[src/rtl/ga_telemetry_pkg.sv]
// Shared constants, FSM encoding and frame-size helpers for the GA telemetry framer.
// Optional feature: define GA_TELEMETRY_CHECKSUM_EN to append an XOR checksum byte to each frame.
package ga_telemetry_pkg;

    localparam logic [7:0] SYNC_BYTE = 8'hA5;

    // Bit positions inside the FLAGS byte
    localparam int unsigned FLAG_FINISH_BIT  = 0;
    localparam int unsigned FLAG_STALLED_BIT = 1;

    // SYNC + SEQ + FLAGS
    localparam int unsigned HDR_BYTES = 3;

`ifdef GA_TELEMETRY_CHECKSUM_EN
    localparam int unsigned CHK_BYTES = 1;
`else
    localparam int unsigned CHK_BYTES = 0;
`endif

    typedef enum logic [1:0] {
        ST_IDLE = 2'd0,
        ST_LOAD = 2'd1,
        ST_SEND = 2'd2
    } fsm_state_e;

    // Whole bytes needed to carry a field of the given bit width
    function automatic int unsigned bytes_for(input int unsigned width);
        return (width + 32'd7) / 32'd8;
    endfunction

    // Total frame length in bytes, including the optional CHK byte
    function automatic int unsigned frame_len(input int unsigned cw,
                                              input int unsigned ew,
                                              input int unsigned iw);
        return HDR_BYTES + bytes_for(cw) + bytes_for(ew) + bytes_for(iw) + CHK_BYTES;
    endfunction

    localparam int unsigned FRAME_LEN_DEFAULT = frame_len(32, 5, 32);

endpackage

[src/rtl/ga_frame_serializer.sv]
// Shift-buffer byte serializer with a valid/ready output stage.
// With GA_TELEMETRY_CHECKSUM_EN defined, the last byte is replaced by the XOR of all earlier bytes.
module ga_frame_serializer
    import ga_telemetry_pkg::*;
#(
    parameter int unsigned FrameBytes = FRAME_LEN_DEFAULT
) (
    input  logic                    clk,
    input  logic                    rst,
    input  logic                    i_load,
    input  logic [FrameBytes*8-1:0] i_frame,
    input  logic                    i_ready,
    output logic [7:0]              o_data,
    output logic                    o_valid,
    output logic                    o_last_hs_c
);

    localparam int unsigned BufWidth = FrameBytes * 8;
    localparam int unsigned IdxWidth = $clog2(FrameBytes);
    localparam logic [IdxWidth-1:0] LastIdx = IdxWidth'(FrameBytes - 1);
`ifdef GA_TELEMETRY_CHECKSUM_EN
    localparam logic [IdxWidth-1:0] ChkPrevIdx = IdxWidth'(FrameBytes - 2);
    logic [7:0] r_chk;
`endif

    logic [BufWidth-1:0] r_buf;
    logic [IdxWidth-1:0] r_idx;
    logic                r_valid;
    logic [7:0]          w_byte;
    logic                w_hs;

    assign w_byte      = r_buf[BufWidth-1 -: 8];
    assign w_hs        = r_valid && i_ready;
    assign o_last_hs_c = w_hs && (r_idx == LastIdx);
    assign o_data      = w_byte;
    assign o_valid     = r_valid;

    // Load a whole frame, then shift out one byte per accepted handshake
    always_ff @(posedge clk or posedge rst) begin
        if (rst) begin
            r_buf   <= '0;
            r_idx   <= '0;
            r_valid <= 1'b0;
`ifdef GA_TELEMETRY_CHECKSUM_EN
            r_chk   <= '0;
`endif
        end else if (i_load) begin
            r_buf   <= i_frame;
            r_idx   <= '0;
            r_valid <= 1'b1;
`ifdef GA_TELEMETRY_CHECKSUM_EN
            r_chk   <= '0;
`endif
        end else if (w_hs) begin
            r_buf <= {r_buf[BufWidth-9:0], 8'h00};
            r_idx <= r_idx + IdxWidth'(1);
            if (r_idx == LastIdx) begin
                r_valid <= 1'b0;
            end
`ifdef GA_TELEMETRY_CHECKSUM_EN
            r_chk <= r_chk ^ w_byte;
            if (r_idx == ChkPrevIdx) begin
                r_buf[BufWidth-1 -: 8] <= r_chk ^ w_byte;
            end
`endif
        end
    end

endmodule

[src/rtl/ga_telemetry_framer.sv]
// GA progress reporter: generation/stall/finish tracking, event-driven snapshots, framed byte stream.
// Optional feature: GA_TELEMETRY_CHECKSUM_EN appends an XOR checksum byte to every frame.
module ga_telemetry_framer
    import ga_telemetry_pkg::*;
#(
    parameter int unsigned ErrorWidth      = 5,
    parameter int unsigned IndividualWidth = 32,
    parameter int unsigned CounterWidth    = 32,
    parameter int unsigned DecimationLog2  = 4,
    parameter int unsigned StallLimit      = 1024
) (
    input  logic                       clk,
    input  logic                       rst,
    input  logic                       cycle,
    input  logic [ErrorWidth-1:0]      best_error,
    input  logic [IndividualWidth-1:0] best_individual,
    output logic [7:0]                 out_data,
    output logic                       out_valid,
    input  logic                       out_ready,
    output logic [CounterWidth-1:0]    generation,
    output logic                       stalled,
    output logic                       finish,
    output logic [7:0]                 dropped
);

    localparam int unsigned FieldCw    = bytes_for(CounterWidth) * 8;
    localparam int unsigned FieldEw    = bytes_for(ErrorWidth) * 8;
    localparam int unsigned FieldIw    = bytes_for(IndividualWidth) * 8;
    localparam int unsigned FrameBytes = frame_len(CounterWidth, ErrorWidth, IndividualWidth);
    localparam int unsigned FrameWidth = FrameBytes * 8;
    localparam int unsigned StallWidth = $clog2(StallLimit + 1);
    localparam logic [StallWidth-1:0]   StallMax = StallWidth'(StallLimit);
    localparam logic [CounterWidth-1:0] DecMask  =
        (CounterWidth'(1) << DecimationLog2) - CounterWidth'(1);

    logic [CounterWidth-1:0]    r_gen;
    logic [StallWidth-1:0]      r_stall_cnt;
    logic                       r_stalled;
    logic                       r_finish;
    logic [ErrorWidth-1:0]      r_rec_err;
    logic [7:0]                 r_dropped;
    logic [7:0]                 r_seq;
    logic                       r_slot_full;
    logic [CounterWidth-1:0]    r_slot_gen;
    logic [ErrorWidth-1:0]      r_slot_err;
    logic [IndividualWidth-1:0] r_slot_ind;
    logic [7:0]                 r_slot_flags;
    fsm_state_e                 r_state;

    logic                    w_strobe;
    logic [CounterWidth-1:0] w_gen_next;
    logic                    w_improve;
    logic [StallWidth-1:0]   w_stall_next;
    logic                    w_stalled_next;
    logic                    w_finish_next;
    logic [7:0]              w_flags;
    logic                    w_event;
    logic                    w_load;
    logic                    w_last_hs;
    logic [FrameWidth-1:0]   w_frame;
    fsm_state_e              w_next_state;

    assign w_strobe   = cycle && !r_finish;
    assign generation = r_gen;
    assign stalled    = r_stalled;
    assign finish     = r_finish;
    assign dropped    = r_dropped;

    // Per-strobe next values and report-event decision
    always_comb begin
        w_gen_next   = r_gen + CounterWidth'(1);
        w_improve    = best_error < r_rec_err;
        w_stall_next = r_stall_cnt;
        if (w_improve) begin
            w_stall_next = '0;
        end else if (r_stall_cnt != StallMax) begin
            w_stall_next = r_stall_cnt + StallWidth'(1);
        end
        w_stalled_next = (w_stall_next == StallMax);
        w_finish_next  = (best_error == '0);
        w_flags        = '0;
        w_flags[FLAG_STALLED_BIT] = w_stalled_next;
        w_flags[FLAG_FINISH_BIT]  = w_finish_next;
        w_event = w_strobe && (((w_gen_next & DecMask) == '0) || w_improve ||
                               w_finish_next || (w_stalled_next && !r_stalled));
    end

    // Generation counter, stall detector, recorded error and sticky finish
    always_ff @(posedge clk or posedge rst) begin
        if (rst) begin
            r_gen       <= '0;
            r_stall_cnt <= '0;
            r_stalled   <= 1'b0;
            r_finish    <= 1'b0;
            r_rec_err   <= '1;
        end else if (w_strobe) begin
            r_gen       <= w_gen_next;
            r_stall_cnt <= w_stall_next;
            r_stalled   <= w_stalled_next;
            if (w_improve) begin
                r_rec_err <= best_error;
            end
            if (w_finish_next) begin
                r_finish <= 1'b1;
            end
        end
    end

    // Pending snapshot slot; an unconsumed snapshot that gets overwritten counts as dropped
    always_ff @(posedge clk or posedge rst) begin
        if (rst) begin
            r_slot_full  <= 1'b0;
            r_slot_gen   <= '0;
            r_slot_err   <= '0;
            r_slot_ind   <= '0;
            r_slot_flags <= '0;
            r_dropped    <= '0;
        end else if (w_event) begin
            r_slot_full  <= 1'b1;
            r_slot_gen   <= w_gen_next;
            r_slot_err   <= best_error;
            r_slot_ind   <= best_individual;
            r_slot_flags <= w_flags;
            if (r_slot_full && !w_load && (r_dropped != 8'hFF)) begin
                r_dropped <= r_dropped + 8'd1;
            end
        end else if (w_load) begin
            r_slot_full <= 1'b0;
        end
    end

    // Frame sequence number advances once per loaded frame
    always_ff @(posedge clk or posedge rst) begin
        if (rst) begin
            r_seq <= '0;
        end else if (w_load) begin
            r_seq <= r_seq + 8'd1;
        end
    end

    // FSM state register
    always_ff @(posedge clk or posedge rst) begin
        if (rst) begin
            r_state <= ST_IDLE;
        end else begin
            r_state <= w_next_state;
        end
    end

    // FSM next-state logic
    always_comb begin
        w_next_state = r_state;
        case (r_state)
            ST_IDLE: if (w_event || r_slot_full) w_next_state = ST_LOAD;
            ST_LOAD: w_next_state = ST_SEND;
            ST_SEND: begin
                if (w_last_hs) begin
                    w_next_state = (w_event || r_slot_full) ? ST_LOAD : ST_IDLE;
                end
            end
            default: w_next_state = ST_IDLE;
        endcase
    end

    // FSM outputs
    always_comb begin
        w_load = 1'b0;
        if (r_state == ST_LOAD) begin
            w_load = 1'b1;
        end
    end

    // Frame image, MSB byte first; the CHK position (if any) is left zero for the serializer
    always_comb begin
        w_frame = FrameWidth'({SYNC_BYTE, r_seq, r_slot_flags, FieldCw'(r_slot_gen),
                               FieldEw'(r_slot_err), FieldIw'(r_slot_ind)}) << (CHK_BYTES * 8);
    end

    ga_frame_serializer #(
        .FrameBytes (FrameBytes)
    ) u_serializer (
        .clk         (clk),
        .rst         (rst),
        .i_load      (w_load),
        .i_frame     (w_frame),
        .i_ready     (out_ready),
        .o_data      (out_data),
        .o_valid     (out_valid),
        .o_last_hs_c (w_last_hs)
    );

endmodule
[config.mk]
export PLATFORM = sky130hd
export DESIGN_NAME = ga_telemetry_framer
export DESIGN_NICKNAME = d
export VERILOG_FILES = /design/src/rtl/ga_telemetry_pkg.sv /design/src/rtl/ga_frame_serializer.sv /design/src/rtl/ga_telemetry_framer.sv
export SDC_FILE = /design/constraint.sdc
export NUM_CORES = 1
export LEC_CHECK = 0
export ABC_AREA = 1
export CORE_UTILIZATION = 63
export DETAILED_ROUTE_END_ITERATION = 7
export PLACE_DENSITY = 0.86
export SLEW_MARGIN = 5
export SYNTH_ARGS = -nofsm -noshare
export SYNTH_HDL_FRONTEND = slang
export SYNTH_SLANG_ARGS = --single-unit
[constraint.sdc]
create_clock -name clk -period 23.5 [get_ports clk]
set_input_delay 3.525 -clock clk [delete_from_list [all_inputs] [get_ports clk]]
set_output_delay 3.525 -clock clk [all_outputs]
set_load 0.05 [all_outputs]
### Word level (Yosys, flattened, before mapping)

Index checks and enable logic that the tools add are counted.

| storage, ports and cells | value |
|---|---|
| bits in registers | 241 |
| bits of input ports | 41 |
| output and inout port bits | 51 |
| logic and storage cells | 71 |

| operators by class | value |
|---|---|
| add/subtract/negate cells | 5 |
| magnitude comparators | 1 |
| eq/ne operators | 8 |
| multiplexer cells | 16 |
| reductions and logical operators | 25 |

Operators with widths:

| operator | number |
|---|---|
| $mux 96 | 2 |
| $add 32x1->32 const B | 1 |
| $logic_not 32->1 | 1 |
| $mux 11 | 2 |
| $add 8x1->8 const B | 2 |
| $add 11x1->11 const B | 1 |
| $eq 11x11->1 const B | 1 |
| $ne 11x11->1 const B | 1 |
| $reduce_and 2->1 | 5 |
| $mux 4 | 2 |
| $ne 8x8->1 const B | 1 |
| $logic_and 1x1->1 | 7 |
| $mux 1 | 7 |
| $pmux 2 s3 | 1 |
| $reduce_bool 2->1 | 3 |
| $logic_not 5->1 | 1 |
| $lt 5x5->1 | 1 |
| $add 4x1->4 const B | 1 |
| $eq 4x4->1 const B | 1 |
| $logic_or 1x1->1 | 4 |
| $mux 2 | 2 |
| $logic_not 1->1 | 3 |
| $eq 2x1->1 const B | 1 |
| $eq 2x2->1 const B | 1 |
| 3 further kinds | 3 |

### Logic depth before layout (Yosys ltp)

| depth | value |
|---|---|
| depth after elaboration | 11 |
| gate-level depth with buffers | 17 |
| mapped depth without buffers | 16 |

### By module

Synthesis repeated with hierarchy kept, for this count alone.

| unflattened totals | value |
|---|---|
| cells, all modules | 1382 |
| area, all modules | 12331.8 um^2 |

Modules (own cells, without submodules):

| module | instances | cells each | area each (um^2) | sequential area each (um^2) |
|---|---|---|---|---|
| ga_telemetry_framer | 1 | 828 | 6755.2 | 3509.6 |
| ga_frame_serializer | 1 | 554 | 5576.6 | 2527.4 |

### Worst setup path after synthesis

OpenSTA, ideal clock, no wires.

| timing | value |
|---|---|
| kind | input -> register |
| start point | input port best_error[4] |
| end point | register r_slot_ind[0] |
| setup time | 0.117 ns |
| arrival time | 5.150 ns |
| required time | 23.383 ns |
| path slack | 18.233 ns |
| stages | 16 |
| buffers on the path | 3 |
| path through | ha_1 -> nand2_1 -> inv_1 -> nand2_1 -> nand3_1 -> buf_2 -> nand2_1 -> nand2_1 -> nor2_1 -> nand4_1 -> nand2_1 -> nand2_2 -> buf_6 -> buf_6 -> nand2_1 -> nand2_1 |

| on the way | value |
|---|---|
| word-level cells in the longest chain between the ends | 6 |
| elaborated cells between the ends (all ways) | 9 |
| those cells by class | order compare (1); eq/ne (1); mux (1); reduce/logical (6) |

RTL lines:

| element | line | RTL |
|---|---|---|
| start: declaration | ga_telemetry_framer.sv:15 | `input logic [ErrorWidth-1:0] best_error,` |
| $lt 5x5->1 | ga_telemetry_framer.sv:72 | `w_improve = best_error < r_rec_err;` |
| $mux 11 | ga_telemetry_framer.sv:74 | `if (w_improve) begin` |
| $eq 11x11->1 | ga_telemetry_framer.sv:79 | `w_stalled_next = (w_stall_next == StallMax);` |
| $logic_and 1x1->1 | ga_telemetry_framer.sv:85 | `w_finish_next \|\| (w_stalled_next && !r_stalled));` |
| $logic_or 1x1->1 * | ga_telemetry_framer.sv:85 |  |
| $logic_and 1x1->1 * | ga_telemetry_framer.sv:84 | `w_event = w_strobe && (((w_gen_next & DecMask) == '0) \|\| w_improve \|\|` |
| end signal: assignment | ga_telemetry_framer.sv:122 | `r_slot_ind <= best_individual;` |
| end: declaration | ga_telemetry_framer.sv:46 | `logic [IndividualWidth-1:0] r_slot_ind;` |

Every way passes the cells marked *; elsewhere a longest branch is shown, timed or not.
A chain may end at the register's enable or synchronous reset.

### Worst setup path in the final report

| timing | value |
|---|---|
| start point | input port best_error[4] |
| end point | register r_slot_flags[1] |

| on the way | value |
|---|---|
| word-level cells in the longest chain between the ends | 6 |
| elaborated cells between the ends (all ways) | 9 |
| those cells by class | order compare (1); eq/ne (1); mux (1); reduce/logical (6) |

RTL lines:

| element | line | RTL |
|---|---|---|
| $lt 5x5->1 | ga_telemetry_framer.sv:72 |  |
| $mux 11 | ga_telemetry_framer.sv:74 |  |
| $eq 11x11->1 | ga_telemetry_framer.sv:79 |  |
| $logic_and 1x1->1 | ga_telemetry_framer.sv:85 |  |
| $logic_or 1x1->1 | ga_telemetry_framer.sv:85 |  |
| $logic_and 1x1->1 | ga_telemetry_framer.sv:84 |  |
| end signal: assignment | ga_telemetry_framer.sv:123 | `r_slot_flags <= w_flags;` |
| end: declaration | ga_telemetry_framer.sv:47 | `logic [7:0] r_slot_flags;` |

Parallel ways exist; a longest one is shown, timed or not.

==> run_results.csv <==
group,metric,value,unit
min_path,hold_depth,2,
detailed_routing,antenna_left,0,
logic_synthesis,synth_area_leader_cell,"dfrtp_1",
floorplan,die_w,134.0,um
sta,whs,470.2,ps
sta,final_hold_viol_count,0,
placed_design,dp_hpwl,16870,um
detailed_routing,dr_total_vias,9091,
cts,cts.root.buffer_cell,"clkbuf_16",
detailed_routing,drt-vias-per-instance,5.861,
sta,fin_crit,7177,ps
floorplan,start_util,0.6530,
sta,fin_crit_sh,0.3054,
layout,drive_above_1_share,0.05034,
global_route,grt_pass1_wl,44400,um
layout,final_common_cell,"nand2_1",
cts,ctsHoldBuffers,0,
logic_synthesis,synth_cell_types,35,
logic_synthesis,syn_area,0.01098,mm^2
sta,tns,0,ps
pwr,p_per_area,131.8,mW/mm^2
floorplan,io_pins,92,
placed_design,place_congestion,0.9440,
logic_synthesis,async_flop_share,1.000,
sta,final-setup-viol-count,0,
sta,skew,11.81,ps
worst_setup_path,cp_max_fo,65,
sta,rsz0062_at_grt,"false",
global_route,overflow,0,
pwr,power.leakage,5.929,nW
layout,layout_common_cells,"383 x nand2_1, 236 x dfrtp_1, 138 x inv_1",
run_status,violations,"DRC",
sta,timing.fmax,0.1393,GHz
global_route,grt_max_degree,118,
cts,clk_path_buf_depth,3,
cts,clock_sinks,241,
worst_setup_path,cp.buffers_inverters,3,
layout,fillers,1184,
worst_setup_path,critPathArrivalTime,7550,ps
placed_design,numPortBuffers,91,
cts,insertion_delay,510,ps
floorplan,coreArea,0.01682,mm^2
logic_synthesis,syn_avg_cell_area,8.723,um^2
logic_synthesis,synth_nets,1311,
floorplan,die-area,0.01796,mm^2
layout,nNetsFinal,1369,
layout,num_antenna_cells,0,
sta,drv_slew,0,
worst_setup_path,path_depth,14,
cts,cts_tree,"done",
logic_synthesis,synth_area_leaders,"dfrtp_1 54%, nand2_1 13%, inv_1 4.8%",
worst_setup_path,path_class,"in -> reg",
logic_synthesis,synth-edff-count,0,
detailed_routing,postRouteWirelength,26830,um
min_path,min_path_type,"reg -> reg",
worst_setup_path,worstPathCellList,"clkdlybuf4s50_1 > ha_1 > a21oi_1 > nand3_1 > nand3_1 > nand2_1 > nor2_1 > nand4_1 > nand2_2 > buf_4 > nand2_2 > buf_4 > nand2_1 > o21ai_1",
sta,tightest_slew,899.4,ps
logic_synthesis,yosys_warnings,0,
detailed_routing,drc,2,
cts,postCtsResizedCells,0,
worst_setup_path,worstRegToRegCells,14,
global_route,grt_pass1_vias,8705,
cts,cts_inserted_buffers,24,
detailed_routing,wl_per_cell,17.30,um
worst_setup_path,cpMaxStageDelayCell,"nand2_2",
detailed_routing,firstDrtPassIters,8,
run,drv_cap,0,
run_status,status,"complete, but fails checks",
worst_setup_path,end_kind,"flip-flop",
cts,clk_pin_slew_worst_paths,60,ps
worst_setup_path,crit_required,23870,ps
floorplan,die_h,134.0,um
worst_setup_path,cp-start-kind,"input port",
layout,post-route-util,0.7560,
cts,cts_max_level,1,
placed_design,dp.cells,1511,
worst_setup_path,cp_top_family,"simple AND/OR/NAND/NOR gates",
pwr,total_power,1.676,mW
logic_synthesis,synth_top_area_frac,0.5378,
worst_setup_path,slowest_delay,670,ps
cts,cts_setup_buffers,0,
floorplan,num_rows,47,
global_route,antenna_found_initial,0,
logic_synthesis,seq_area_frac_synth,0.5497,
logic_synthesis,synth-seq-cells,241,
layout,area_growth,15.78,%
pwr,vdd_drop_max,94.69,uV
global_route,grt_util_all_layers,0.3110,
logic_synthesis,synth_top_flop_cell,"dfrtp_1",
detailed_routing,drtIter0Drc,808,
layout,stdcell_count,1551,
logic_synthesis,synthCells,1259,
sta,slew_headroom,0.4004,
==> cell usage after synthesis, drive strengths merged (2+ instances only) <==
cell,instances
nand3,86
nand4,20
a22o,4
o211ai,9
clkbuf,41
dfrtp,236
a31oi,2
dfstp,5
nor4,6
o311ai,6
o21ai,78
inv,142
o21bai,2
buf,28
o221ai,49
xor2,40
o22ai,10
nor3,22
a21oi,13
ha,11
xnor2,4
nor2,54
clkinv,2
nand2,386
==> worst min-delay path, stage by stage, from the launching register on <==
cell and delay, ps:
dfrtp_1 340, nand2_1 50, nand2_1 40
==> cells by family (layout without fill, tap and decap cells) <==
kind of cell	after synthesis	count (layout)	synth area share
adders and majority gates	11	11	0.01253
AOI/OAI and AO/OA	174	174	0.1037
xor gates and xnor gates	44	44	0.03509
buffers and inverters	213	285	0.08112
and+or+nand+nor	576	576	0.2178
DFF	241	241	0.5497
==> metal layers <==
layer | routed length (um) | track usage | vias to the layer above
li1 | - | - | 4211
met1 | 11680 | 0.4443 | 4435
met2 | 12530 | 0.4914 | 384
met3 | 1861 | 0.04875 | 61
met4 | 765 | 0.1017 | 0
met5 | 0 | 0 | -
==> state kept, by name, indices dropped and copies added (netlist names), 2 cells and up <==
name and count:
r_slot_ind 32, r_stall_cnt 11, dropped 8, u_serializer.r_idx 4
r_slot_flags 2, r_slot_gen 32, r_seq 8, r_slot_err 5
r_rec_err 5, r_state 2, u_serializer.r_buf 96, generation 32
==> metrics by stage <==
step / area [um^2] / setup WS, ps
final: 12710 / 16320
after global routing: 12710 / 16010
after CTS: 12710 / 16410
after detailed placement: 11920 / 15960
after global placement: 11920 / 16060
after floorplan: 10980 / 13370
==> worst paths after layout <==
| kind | start | to | slack (ps) |
|---|---|---|---|
| max | best_error[4] | r_slot_flags[1]$_DFFE_PP0P_ | 16320 |
| min | r_slot_ind[14]$_DFFE_PP0P_ | r_slot_ind[14]$_DFFE_PP0P_ | 470 |
| max reg2reg | r_rec_err[4]$_DFFE_PP1P_ | r_slot_flags[1]$_DFFE_PP0P_ | 19280 |
| min reg2reg | r_slot_ind[14]$_DFFE_PP0P_ | r_slot_ind[14]$_DFFE_PP0P_ | 470 |
| max in group asynchronous | rst | r_slot_ind[5]$_DFFE_PP0P_ | 17920 |
| min in group asynchronous | rst | u_serializer.r_buf[91]$_DFFE_PP0P_ | 3540 |
==> layout make-up <==
cell class,count,area [um^2],share of cell area
clock buffers,33,705.7,0.05550
clock inverters,7,91.34,0.007184
inverters,144,548.0,0.04310
multi-input cells,805,4071,0.3202
flip-flops and latches,241,6037,0.4748
well taps,220,275.3,0.02165
repair buffers,101,985.9,0.07754
==> power breakdown <==
group / internal [mW] / switching [mW]
logic: 0.191 / 0.423
registers: 0.571 / 0.104
clock network: 0.231 / 0.157
total: 0.992 / 0.684
No activity file was read; power rests on OpenSTA's default activity.
